## src/rtl/io_ports.sv

```systemverilog
// I/O register block for ports B/C/D (PIN/PORT/DDR at 0x00-0x08): writes land on the clock edge, reads are zero-latency.
// Pad inputs pass a two-flop synchronizer; no backpressure, one access per cycle is always accepted.
module io_ports #(
  parameter int DATA_WIDTH    = 8,
  parameter int ADDRESS_WIDTH = 8
) (
  input  logic                     clock,
  input  logic                     reset,
  input  logic [ADDRESS_WIDTH-1:0] address,
  input  logic                     write_enable,
  input  logic [DATA_WIDTH-1:0]    write_data,
  output logic [DATA_WIDTH-1:0]    read_data,
  input  logic [DATA_WIDTH-1:0]    pin_b_in,
  input  logic [DATA_WIDTH-1:0]    pin_c_in,
  input  logic [DATA_WIDTH-1:0]    pin_d_in,
  output logic [DATA_WIDTH-1:0]    pad_b_out,
  output logic [DATA_WIDTH-1:0]    pad_c_out,
  output logic [DATA_WIDTH-1:0]    pad_d_out,
  output logic [DATA_WIDTH-1:0]    pad_b_oe,
  output logic [DATA_WIDTH-1:0]    pad_c_oe,
  output logic [DATA_WIDTH-1:0]    pad_d_oe
);

  localparam int NPORT = 3;

  typedef enum logic [1:0] {SEL_PIN, SEL_PORT, SEL_DDR, SEL_NONE} sel_e;

  sel_e       sel;
  logic [1:0] sel_port;

  logic [DATA_WIDTH-1:0] pin_in  [NPORT];
  logic [DATA_WIDTH-1:0] port_q  [NPORT];
  logic [DATA_WIDTH-1:0] port_d  [NPORT];
  logic [DATA_WIDTH-1:0] ddr_q   [NPORT];
  logic [DATA_WIDTH-1:0] ddr_d   [NPORT];
  logic [DATA_WIDTH-1:0] sync1_q [NPORT];
  logic [DATA_WIDTH-1:0] sync1_d [NPORT];
  logic [DATA_WIDTH-1:0] sync2_q [NPORT];
  logic [DATA_WIDTH-1:0] sync2_d [NPORT];

  assign pin_in[0] = pin_b_in;
  assign pin_in[1] = pin_c_in;
  assign pin_in[2] = pin_d_in;

  // Each port occupies three consecutive addresses: PIN, PORT, DDR.
  always_comb begin
    sel      = SEL_NONE;
    sel_port = 2'd0;
    case (address)
      ADDRESS_WIDTH'(0): begin sel = SEL_PIN;  sel_port = 2'd0; end
      ADDRESS_WIDTH'(1): begin sel = SEL_PORT; sel_port = 2'd0; end
      ADDRESS_WIDTH'(2): begin sel = SEL_DDR;  sel_port = 2'd0; end
      ADDRESS_WIDTH'(3): begin sel = SEL_PIN;  sel_port = 2'd1; end
      ADDRESS_WIDTH'(4): begin sel = SEL_PORT; sel_port = 2'd1; end
      ADDRESS_WIDTH'(5): begin sel = SEL_DDR;  sel_port = 2'd1; end
      ADDRESS_WIDTH'(6): begin sel = SEL_PIN;  sel_port = 2'd2; end
      ADDRESS_WIDTH'(7): begin sel = SEL_PORT; sel_port = 2'd2; end
      ADDRESS_WIDTH'(8): begin sel = SEL_DDR;  sel_port = 2'd2; end
      default: ;
    endcase
  end

  always_comb begin
    read_data = '0;
    for (int i = 0; i < NPORT; i++) begin
      port_d[i]  = port_q[i];
      ddr_d[i]   = ddr_q[i];
      sync1_d[i] = pin_in[i];
      sync2_d[i] = sync1_q[i];
      if (sel_port == 2'(i)) begin
        case (sel)
          SEL_PIN: begin
            read_data = sync2_q[i];
            // A PIN write toggles the output latch; the synchronizer is read-only.
            if (write_enable) port_d[i] = port_q[i] ^ write_data;
          end
          SEL_PORT: begin
            read_data = port_q[i];
            if (write_enable) port_d[i] = write_data;
          end
          SEL_DDR: begin
            read_data = ddr_q[i];
            if (write_enable) ddr_d[i] = write_data;
          end
          default: ;
        endcase
      end
    end
  end

  always_ff @(posedge clock or posedge reset) begin
    if (reset) begin
      for (int i = 0; i < NPORT; i++) begin
        port_q[i]  <= '0;
        ddr_q[i]   <= '0;
        sync1_q[i] <= '0;
        sync2_q[i] <= '0;
      end
    end else begin
      for (int i = 0; i < NPORT; i++) begin
        port_q[i]  <= port_d[i];
        ddr_q[i]   <= ddr_d[i];
        sync1_q[i] <= sync1_d[i];
        sync2_q[i] <= sync2_d[i];
      end
    end
  end

  assign pad_b_out = port_q[0] & ddr_q[0];
  assign pad_c_out = port_q[1] & ddr_q[1];
  assign pad_d_out = port_q[2] & ddr_q[2];
  assign pad_b_oe  = ddr_q[0];
  assign pad_c_oe  = ddr_q[1];
  assign pad_d_oe  = ddr_q[2];

endmodule

```

## config.mk

```make
export PLATFORM = sky130hd
export DESIGN_NAME = io_ports
export DESIGN_NICKNAME = d
export VERILOG_FILES = /design/src/rtl/io_ports.sv
export SDC_FILE = /design/constraint.sdc
export NUM_CORES = 1
export LEC_CHECK = 0
export CORE_ASPECT_RATIO = 1.25
export CORE_MARGIN = 2
export CORE_UTILIZATION = 31
export DETAILED_ROUTE_END_ITERATION = 6
export PLACE_DENSITY = 0.63
export RECOVER_POWER = 100
export SLEW_MARGIN = 20
export SYNTH_ARGS = -nofsm -noshare
export SYNTH_HDL_FRONTEND = slang
export SYNTH_SLANG_ARGS = --single-unit
```

## constraint.sdc

```tcl
create_clock -name clock -period 6.8 [get_ports clock]
set_clock_uncertainty 0.1 [all_clocks]
set_input_delay 1.36 -clock clock [delete_from_list [all_inputs] [get_ports clock]]
set_output_delay 1.36 -clock clock [all_outputs]
set_load 0.02 [all_outputs]
```

Word-level counts from Yosys, hierarchy flattened
Index checks and enable logic that the tools add are counted.
{ "word_totals": {"wordCells": 62, "out_inout_bits": 56, "regBits": 96, "input_bits": 43} }
{ "op_classes": {"n_eq_ne": 14, "n_reduce_logical": 15, "n_mux": 15, "bitwise": 6} }
{ "op_table": {"columns": ["op", "n"], "rows": [
  ["$pmux 8 s3", 3],
  ["$mux 8", 7],
  ["$pmux 8 s2", 3],
  ["$eq 8x3->1 const B", 4],
  ["$and 8x8->8", 3],
  ["$xor 8x8->8", 3],
  ["$eq 8x2->1 const B", 2],
  ["$reduce_or 3->1", 5],
  ["$reduce_and 4->1", 3],
  ["$reduce_and 3->1", 3],
  ["$eq 8x1->1 const B", 1],
  ["$eq 8x4->1 const B", 1],
  ["$logic_not 8->1", 1],
  ["$pmux 2 s3", 1],
  ["$eq 2x1->1 const B", 2],
  ["$eq 2x2->1 const B", 2],
  ["$logic_not 2->1", 2],
  ["$ne 2x2->1 const B", 2],
  ["$pmux 2 s2", 1],
  ["$reduce_bool 2->1", 1]
]} }

Longest topological paths before layout
Gate-level depths: netlist of the first run.
{ "depth": {"word_depth": 10, "mapped_depth": 8, "ltp_nobuf": 5} }

Worst setup path before layout of the first run
OpenSTA, ideal clock, no wires.
{ "synth_timing": {"kind": "input port to output port", "startpoint": "input address[5]", "endpoint": "output read_data[6]", "path_stages": 6, "arrival_ns": 2.988, "path_buffers": 2, "t_required_ns": 5.340, "slack_ns": 2.352, "cell_sequence": "or4_4 > buf_6 > buf_4 > a311oi_1 > a21oi_1 > nor3_1"} }
{ "synth_between": {"elab_chain_cells": 10, "word_cells_on_any_way": 28, "cone_classes": "12 x eq/ne; 8 x mux; 8 x reduce/logical"} }
{ "synth_rtl": {"columns": ["element", "line_no", "rtl"], "rows": [
  ["from (decl)", "9", "input logic [ADDRESS_WIDTH-1:0] address,"],
  ["$eq 8x4->1, or another cell as far along", "49", "case (address)"],
  ["$reduce_or 3->1 (no source line)", null, null],
  ["$pmux 2 s3", "49", null],
  ["$eq 2x2->1, or another cell as far along", "71", "case (sel)"],
  ["$pmux 8 s3", "71", null],
  ["$mux 8", "70", "if (sel_port == 2'(i)) begin"],
  ["$pmux 8 s3", "71", null],
  ["$mux 8", "70", null],
  ["$pmux 8 s3", "71", null],
  ["$mux 8 *", "70", null],
  ["to (decl)", "12", "output logic [DATA_WIDTH-1:0] read_data,"]
]} }
Every way passes the cells marked *; elsewhere a longest branch is shown, timed or not.

Worst setup path after layout of the first run
{ "layout_timing": {"startpoint": "input address[5]", "endpoint": "output read_data[1]"} }
Same word-level chain as after synthesis.

==> flow_summary.json, run 1 <==
{
  "cts_tree": "built",
  "drive_gt1_share_pct": 11.6,
  "synthFlopType": "dfrtp_1",
  "relSlewSlack_pct": -69.6,
  "ys_ff_latch": 96,
  "max_stage_delay_ns": 0.87,
  "p_leak_nw": 2.55,
  "crit_fanout": 15,
  "r2r-start": "port_q[23]$_DFFE_PP0P_",
  "min_from": "sync1_q[8]$_DFF_PP0_",
  "die_h_microns": 136,
  "h-tree-depth": 3,
  "gp_congestion": 0.860,
  "rr_worst_depth": 2,
  "num_antenna_cells": 0,
  "core_area_sq_mm": 0.0138,
  "routed_wirelength_microns": 11500,
  "nets": 520,
  "grt_pass1_wl_microns": 17800,
  "wl_per_cell_microns": 17.4,
  "synthCells": 381,
  "clockBufferDepth": 2,
  "synth_top_area_cell": "dfrtp_1",
  "cts_root_buf": "clkbuf_16",
  "vias_per_cell": 5.05,
  "r2r-end": "port_q[23]$_DFFE_PP0P_",
  "cap_violations": 2,
  "synth_edf_count": 0,
  "numCtsBuffers": 9,
  "grt_antenna_before_repair": 0,
  "synthTopCellsByArea": "dfrtp_1, mux2_2, a21oi_1, and2_1, mux2i_1",
  "port_buffers": 98,
  "synth_nets": 424,
  "drv_slew": 99,
  "ys_seq_area_share_pct": 55.4,
  "ys_types": 55,
  "tns_ns": 0,
  "period_share_pct": 85.8,
  "synthArstFlopShare_pct": 100,
  "yosysWarnings": 0,
  "firstDrtPassIters": 5,
  "fill_cells": 1284,
  "avgSynthCellArea_sq_um": 11.4,
  "cp.required_ns": 5.34,
  "cpMostUsedCell": "dlygate4sd3_1",
  "cp.arrival_ns": 4.37,
  "period_needed_ns": 5.83,
  "first_global_vias": 3341,
  "num_vias": 3319,
  "cts_hold_buf": 0,
  "reg2reg_slack_ns": 5.67,
  "hold_end": "sync2_q[8]$_DFF_PP0_",
  "gr-usage-all-layers_pct": 15.9,
  "syn_area_sq_mm": 0.00434,
  "drtAntennaViolNets": 0,
  "hpwl_microns": 8620,
  "slowest_stage": "or4_1",
  "crit_path_end_kind": "output port",
  "fmax_mhz": 171,
  "clk_pin_slew_ns": 0.06,
  "power_density_mw_per_mm2": 233,
  "critPathLaunchType": "primary input",
  "violations": "capacitance limit, slew limit",
  "dieArea_sq_mm": 0.0150,
  "drt_iter0_drc": 201,
  "final_util_pct": 42.3,
  "grt_max_degree": 50,
  "synth_top_area_share_pct": 55.4,
  "clock_latency_ns": 0.34,
  "drc": 0,
  "setup_viol": 0,
  "start_util_pct": 31.5,
  "synthTopCellsByCount": "dfrtp_1, a21oi_1, nand2_1, nor2_1, and2_1",
  "rows": 48,
  "crit_path_cell_trace": "dlygate4sd3_1, or4_1, a2111oi_4, a221oi_1, nor3_1, dlygate4sd3_1",
  "dieWidth_microns": 110,
  "ios": 99,
  "vdd.ir_drop.worst_mv": 0.135,
  "critPathKind": "in2out",
  "syn_to_final_growth_pct": 34.2,
  "post-cts-setup-buffers": 0,
  "status": "complete, but fails checks",
  "hold_depth": 0,
  "hold_viol": 0,
  "yosysMostFrequentCell": "dfrtp_1",
  "post_cts_resized": 0,
  "grt-ovfl-total": 0,
  "hold_path_class": "reg2reg",
  "tightestPinTransition_ns": 2.54,
  "clock_sinks": 96,
  "rsz0062_at_grt": "no"
}
## layout make-up
| type | instances | area (sq um) | share of cell area, % |
|---|---|---|---|
| repair buffers | 105 | 1020 | 17.6 |
| clock inverters | 6 | 138 | 2.36 |
| clock buffers | 10 | 229 | 3.93 |
| inverters | 4 | 16.3 | 0.279 |
| multi-input cells | 261 | 1790 | 30.8 |
| well taps | 175 | 219 | 3.76 |
| flip-flops and latches | 96 | 2400 | 41.3 |
## worst max-delay path by stage
stage / from / to / slack, ns / depth (start not counted)
final: address[5] / read_data[1] / 0.97 / 6
after global routing: address[5] / read_data[1] / 0.78 / 6
after CTS: address[2] / read_data[3] / 1.20 / 8
after detailed placement: address[0] / read_data[6] / 1.20 / 8
after global placement: address[2] / read_data[6] / 1.21 / 8
after floorplan: address[5] / read_data[6] / 2.35 / 6
## report_power, final
part / total (mW) / internal [mW] / switching [mW] / leakage, nW
registers: 0.614 / 0.597 / 0.0165 / 1.21
clock network: 0.612 / 0.399 / 0.213 / 0.178
logic: 0.130 / 0.0567 / 0.0731 / 1.16
## logic make-up after synthesis
group / synth area share (%)
AND/OR/NAND/NOR: 15.9
buffers and inverters: 2.62
XOR/XNOR: 1.82
multiplexers: 9.95
AO/OA/AOI/OAI: 14.4
flip-flops: 55.4
## per-stage QoR
step	hold WS [ns]	setup slack [ns]	cells	power (mW)	cell area (sq um)
6_report	0.246	0.967	657	1.36	5820
5_1_grt	0.253	0.784	657	1.40	5820
4_1_cts	0.248	1.20	657	1.38	5860
3_5_place_dp	0.236	1.20	641	0.763	5490
3_3_place_gp	0.232	1.21	641	0.760	5490
2_1_floorplan	0.231	2.35	381	0.693	4340
## sequential cells by signal, indices dropped and copies added, names as in the netlist
signal    cells
pad_b_oe      8
pad_d_oe      8
pad_c_oe      8
sync2_q      24
port_q       24
sync1_q      24
## worst max-delay path: cells and delay by family
| family | cells | cell delay, ns |
|---|---|---|
| buffers and inverters | 2 | 1.28 |
| and+or+nand+nor | 2 | 1.10 |
| AOI/OAI and AO/OA | 2 | 0.62 |
## routing by layer
| metal | GRT usage (%) | wire length [microns] |
|---|---|---|
| met1 | 19.3 | 4580 |
| met2 | 27.2 | 6050 |
| met3 | 2.54 | 532 |
| met4 | 7.67 | 297 |
| met5 | 0 | 0 |
## placed cells by master (no fill, tap or decap), types with 3 or more instances in the layout
master	synthesis	routed
a211oi_1	3	3
a21oi_1	34	34
a221oi_1	6	6
a22o_1	3	3
a22oi_1	3	3
a311oi_1	15	15
and2_1	24	24
buf_4	1	6
bufinv_16	0	4
clkbuf_16	0	9
clkdlybuf4s50_1	0	17
dfrtp_1	96	96
dlygate4sd3_1	0	80
inv_1	4	3
mux2_2	23	23
mux2i_1	15	15
nand2_1	31	32
nand2b_1	4	4
nand3_1	1	3
nor2_1	26	27
nor2b_1	6	6
nor3_1	11	12
o21ai_0	5	5
o22ai_1	7	7
xor2_1	8	8
Note: power is estimated with default switching activity, not from simulation.
==> run 2, diff against run 1 <==
CORE_MARGIN = 5   (was 2)
==> flow_summary.json, run 2 (synthesized netlist as in run 1, its figures left out) <==
{
  "switching_share_pct": 24.4,
  "first_global_vias": 3479,
  "violations": "capacitance limit, slew limit",
  "drv_slew": 41,
  "cp.arrival_ns": 4.46,
  "clk_pin_slew_ns": 0.06,
  "rr_worst_depth": 2,
  "rsz0062_at_grt": "no",
  "port_buffers": 98,
  "syn_to_final_growth_pct": 32.3,
  "critPathLaunchType": "primary input",
  "vdd.ir_drop.worst_mv": 0.110,
  "tns_ns": 0,
  "cts_root_buf": "clkbuf_16",
  "rows": 48,
  "most-common-layout-cells": "dfrtp_1, dlygate4sd3_1, a21oi_1",
  "post-cts-setup-buffers": 0,
  "num_antenna_cells": 0,
  "power_density_mw_per_mm2": 215,
  "dieWidth_microns": 116,
  "switching_power_uw": 301,
  "drtAntennaViolNets": 0,
  "final_cells": 655,
  "r2r-start": "port_q[23]$_DFFE_PP0P_",
  "vias_per_cell": 5.06,
  "gr-usage-all-layers_pct": 14.7,
  "cts_hold_buf": 0,
  "hold_depth": 0,
  "fmax_mhz": 169,
  "clockBufferDepth": 2,
  "internal-power_uw": 935,
  "dp_cells": 640,
  "core_area_sq_mm": 0.0138,
  "cpMostUsedCell": "dlygate4sd3_1",
  "clock_latency_ns": 0.35,
  "period_share_pct": 87.1,
  "hold_viol": 0,
  "die_h_microns": 142,
  "reg2reg_slack_ns": 5.68,
  "crit_family": "buffers and inverters",
  "place_area_sq_mm": 0.00549,
  "drt_iter0_drc": 186,
  "r2r-end": "port_q[23]$_DFFE_PP0P_",
  "layout_commonest_cell": "dfrtp_1",
  "design_area_sq_mm": 0.00574,
  "drive_gt1_share_pct": 11.7,
  "setup_viol": 0,
  "status": "complete, but fails checks",
  "firstDrtPassIters": 4,
  "pwr-share-seq_pct": 49.6,
  "num_vias": 3314,
  "max_stage_delay_ns": 0.89,
  "cp.required_ns": 5.34,
  "period_needed_ns": 5.92,
  "nets": 519,
  "wl_per_cell_microns": 17.7,
  "grt_max_degree": 58,
  "p_clk_share_pct": 39.9,
  "hpwl_microns": 8710,
  "power_frac_comb_pct": 10.5,
  "cap_violations": 1,
  "gp_congestion": 0.816,
  "numCtsBuffers": 9,
  "crit_path_cell_trace": "dlygate4sd3_1, or4_1, a2111oi_4, a221oi_1, nor3_1, dlygate4sd3_1",
  "cts_tree": "built",
  "p_leak_nw": 2.52,
  "h-tree-depth": 3,
  "min_from": "sync1_q[2]$_DFF_PP0_",
  "critPathKind": "in2out",
  "post_cts_resized": 0,
  "tightestPinTransition_ns": 1.71,
  "critical_path_buf_inv_count": 2,
  "largest_registers": "port_q: 24 flops, sync1_q: 24 flops, sync2_q: 24 flops",
  "grt-ovfl-total": 0,
  "crit_fanout": 15,
  "grt_antenna_before_repair": 0,
  "routed_wirelength_microns": 11600,
  "crit_path_end_kind": "output port",
  "slowest_stage": "or4_1",
  "dieArea_sq_mm": 0.0165,
  "hold_end": "sync2_q[2]$_DFF_PP0_",
  "ios": 99,
  "clock_sinks": 96,
  "start_util_pct": 31.5,
  "relSlewSlack_pct": -14.8,
  "drc": 0,
  "grt_pass1_wl_microns": 18700,
  "hold_path_class": "reg2reg"
}
[run 2: changes by cell type in the layout (fill, tap and decap cells not counted), moves of 2 or more]
cell and change:
inv_6 -2, clkdlybuf4s50_1 -2, dlygate4sd3_1 +2, clkinv_2 +3
clkbuf_1 -2, bufinv_16 -3
[run 2: power groups by stage]
stage	logic, mW	clock network, mW	registers [mW]
floorplan	0.0668	0	0.626
global placement	0.135	0	0.623
detailed placement	0.139	0	0.624
CTS	0.139	0.503	0.613
global route	0.143	0.526	0.616
finish	0.130	0.493	0.613
[run 2: per-stage QoR]
step / util (%) / worst slack [ns] / hold WS [ns] / total power [mW]
6_report: 41.7 / 0.877 / 0.248 / 1.24
5_1_grt: 41.7 / 0.727 / 0.253 / 1.28
4_1_cts: 42.0 / 1.12 / 0.249 / 1.26
3_5_place_dp: 39.9 / 1.14 / 0.236 / 0.763
3_3_place_gp: 39.9 / 1.22 / 0.233 / 0.758
2_1_floorplan: - / 2.35 / 0.231 / 0.693
[run 2: layer usage]
layer  wire (microns)  up-vias  global-route usage [%]
met5                0        -                       0
met4              387        0                    8.12
met3              590       25                    2.85
met2             5950       86                    24.4
met1             4680     1625                    17.9
li1                 -     1578                       -
[run 2: worst max-delay path by stage]
| stage | startpoint | to | slack, ns | cells after the start |
|---|---|---|---|---|
| after floorplan | address[5] | read_data[6] | 2.35 | 6 |
| after global placement | address[1] | read_data[0] | 1.22 | 6 |
| after detailed placement | address[1] | read_data[3] | 1.14 | 6 |
| after CTS | address[1] | read_data[3] | 1.12 | 6 |
| after global routing | address[5] | read_data[3] | 0.73 | 6 |
| final | address[5] | read_data[3] | 0.88 | 6 |
[run 2: final cells by class]
| class | count | area (sq um) |
|---|---|---|
| Fill cell | 1318 | 8020 |
| Sequential cell | 96 | 2400 |
| Multi-Input combinational cell | 261 | 1790 |
| Timing Repair Buffer | 104 | 1020 |
| Clock buffer | 9 | 225 |
| Tap cell | 175 | 219 |
| Clock inverter | 6 | 61.3 |
| Inverter | 4 | 16.3 |
==> run 3, diff against run 2 <==
GPL_ROUTABILITY_DRIVEN = 0   (was not set)
clock period = 7.35 ns   (was 6.8 ns; I/O delays follow)
==> flow_summary.json, run 3 (synthesized netlist as in run 1, its figures left out) <==
{
  "first_global_vias": 3413,
  "cp.required_ns": 5.78,
  "cts_root_buf": "clkbuf_16",
  "relSlewSlack_pct": 7.10,
  "p_leak_nw": 2.52,
  "cts_hold_buf": 0,
  "num_antenna_cells": 0,
  "dieWidth_microns": 116,
  "grt_pass1_wl_microns": 18900,
  "crit_path_end_kind": "output port",
  "drtAntennaViolNets": 0,
  "vias_per_cell": 5.09,
  "layout_commonest_cell": "dfrtp_1",
  "hold_path_class": "reg2reg",
  "routed_wirelength_microns": 11900,
  "critPathKind": "in2out",
  "status": "finished clean",
  "firstDrtPassIters": 5,
  "tightestPinTransition_ns": 1.38,
  "period_needed_ns": 6.30,
  "most-common-layout-cells": "dfrtp_1, dlygate4sd3_1, a21oi_1",
  "hold_viol": 0,
  "crit_fanout": 16,
  "nets": 518,
  "core_area_sq_mm": 0.0138,
  "drt_iter0_drc": 211,
  "drc": 0,
  "port_buffers": 98,
  "period_share_pct": 85.7,
  "rsz0062_at_grt": "no",
  "vdd.ir_drop.worst_mv": 0.0961,
  "dieArea_sq_mm": 0.0165,
  "clockBufferDepth": 2,
  "power_density_mw_per_mm2": 205,
  "wl_per_cell_microns": 18.2,
  "start_util_pct": 31.5,
  "syn_to_final_growth_pct": 32.3,
  "post-cts-setup-buffers": 0,
  "rows": 48,
  "rr_worst_depth": 2,
  "tns_ns": 0,
  "largest_registers": "port_q: 24 flops, sync1_q: 24 flops, sync2_q: 24 flops",
  "cts_tree": "built",
  "crit_path_cell_trace": "dlygate4sd3_1, clkbuf_1, nor4b_1, clkbuf_1, a211oi_1, o32ai_1, nor2_1, nor3_1, dlygate4sd3_1",
  "ios": 99,
  "die_h_microns": 142,
  "grt-ovfl-total": 0,
  "gr-usage-all-layers_pct": 14.9,
  "cp.arrival_ns": 4.73,
  "clock_latency_ns": 0.35,
  "num_vias": 3337,
  "grt_max_degree": 66,
  "clock_sinks": 96,
  "slowest_stage": "dlygate4sd3_1",
  "cap_violations": 0,
  "hpwl_microns": 8770,
  "hold_depth": 0,
  "drv_slew": 0,
  "total_power_mw": 1.18,
  "numCtsBuffers": 9,
  "drive_gt1_share_pct": 11.3,
  "h-tree-depth": 3,
  "clk_pin_slew_ns": 0.06,
  "max_stage_delay_ns": 0.72,
  "grt_antenna_before_repair": 0,
  "setup_viol": 0,
  "fmax_mhz": 159,
  "critPathLaunchType": "primary input",
  "post_cts_resized": 0
}
-- run 3: changes by cell type in the layout (fill, tap and decap cells not counted), moves of 2 or more --
cell / before / now
buf_4: 6 / 3
inv_6: 0 / 2
clkbuf_8: 0 / 2
clkbuf_1: 0 / 2
clkinv_2: 3 / 1
-- run 3: report_power, final --
group	internal (mW)	switching (mW)	leakage, nW
clock network	0.285	0.206	0.157
logic	0.0515	0.0678	1.15
registers	0.552	0.0144	1.21
total	0.889	0.288	2.52
-- run 3: final cells by class --
type | instances | area (sq um)
Fill cell | 1307 | 8010
Tap cell | 175 | 219
Clock inverter | 5 | 61.3
Timing Repair Buffer | 103 | 1010
Multi-Input combinational cell | 261 | 1780
Inverter | 4 | 16.3
Clock buffer | 11 | 253
Sequential cell | 96 | 2400
-- run 3: metal layers --
metal | up-vias | global-route usage (%) | share of wire (%)
met5 | - | 0 | 0
met1 | 1642 | 18.6 | 40
li1 | 1566 | - | -
met4 | 0 | 6.96 | 2.6
met3 | 18 | 2.81 | 5.5
met2 | 111 | 24.8 | 52
-- run 3: final timing paths --
check                                    endpoint  slack, ns                    from
max                                  read_data[6]       1.05              address[2]
min                          sync2_q[6]$_DFF_PP0_       0.25    sync1_q[6]$_DFF_PP0_
max reg2reg                port_q[23]$_DFFE_PP0P_       6.23  port_q[23]$_DFFE_PP0P_
min reg2reg                  sync2_q[6]$_DFF_PP0_       0.25    sync1_q[6]$_DFF_PP0_
max in group asynchronous   sync1_q[23]$_DFF_PP0_       3.98                   reset
min in group asynchronous   sync1_q[13]$_DFF_PP0_       1.77                   reset
-- run 3: critical path, delay by kind of cell --
family,cells,cell delay (ns)
AOI/OAI and AO/OA,2,0.31
buffers and inverters,4,2.32
and+or+nand+nor,3,0.62
-- run 3: per-stage QoR --
stage / utilization (%) / cell area [sq um] / std cells / hold WS [ns] / worst slack [ns]
3_5_place_dp: 39.8 / 5480 / 639 / 0.235 / 1.19
3_3_place_gp: 39.8 / 5480 / 639 / 0.232 / 1.31
6_report: 41.7 / 5740 / 655 / 0.248 / 1.05
4_1_cts: 42.1 / 5790 / 655 / 0.248 / 1.19
2_1_floorplan: - / 4340 / 381 / 0.231 / 2.68
5_1_grt: 41.7 / 5740 / 655 / 0.255 / 0.855
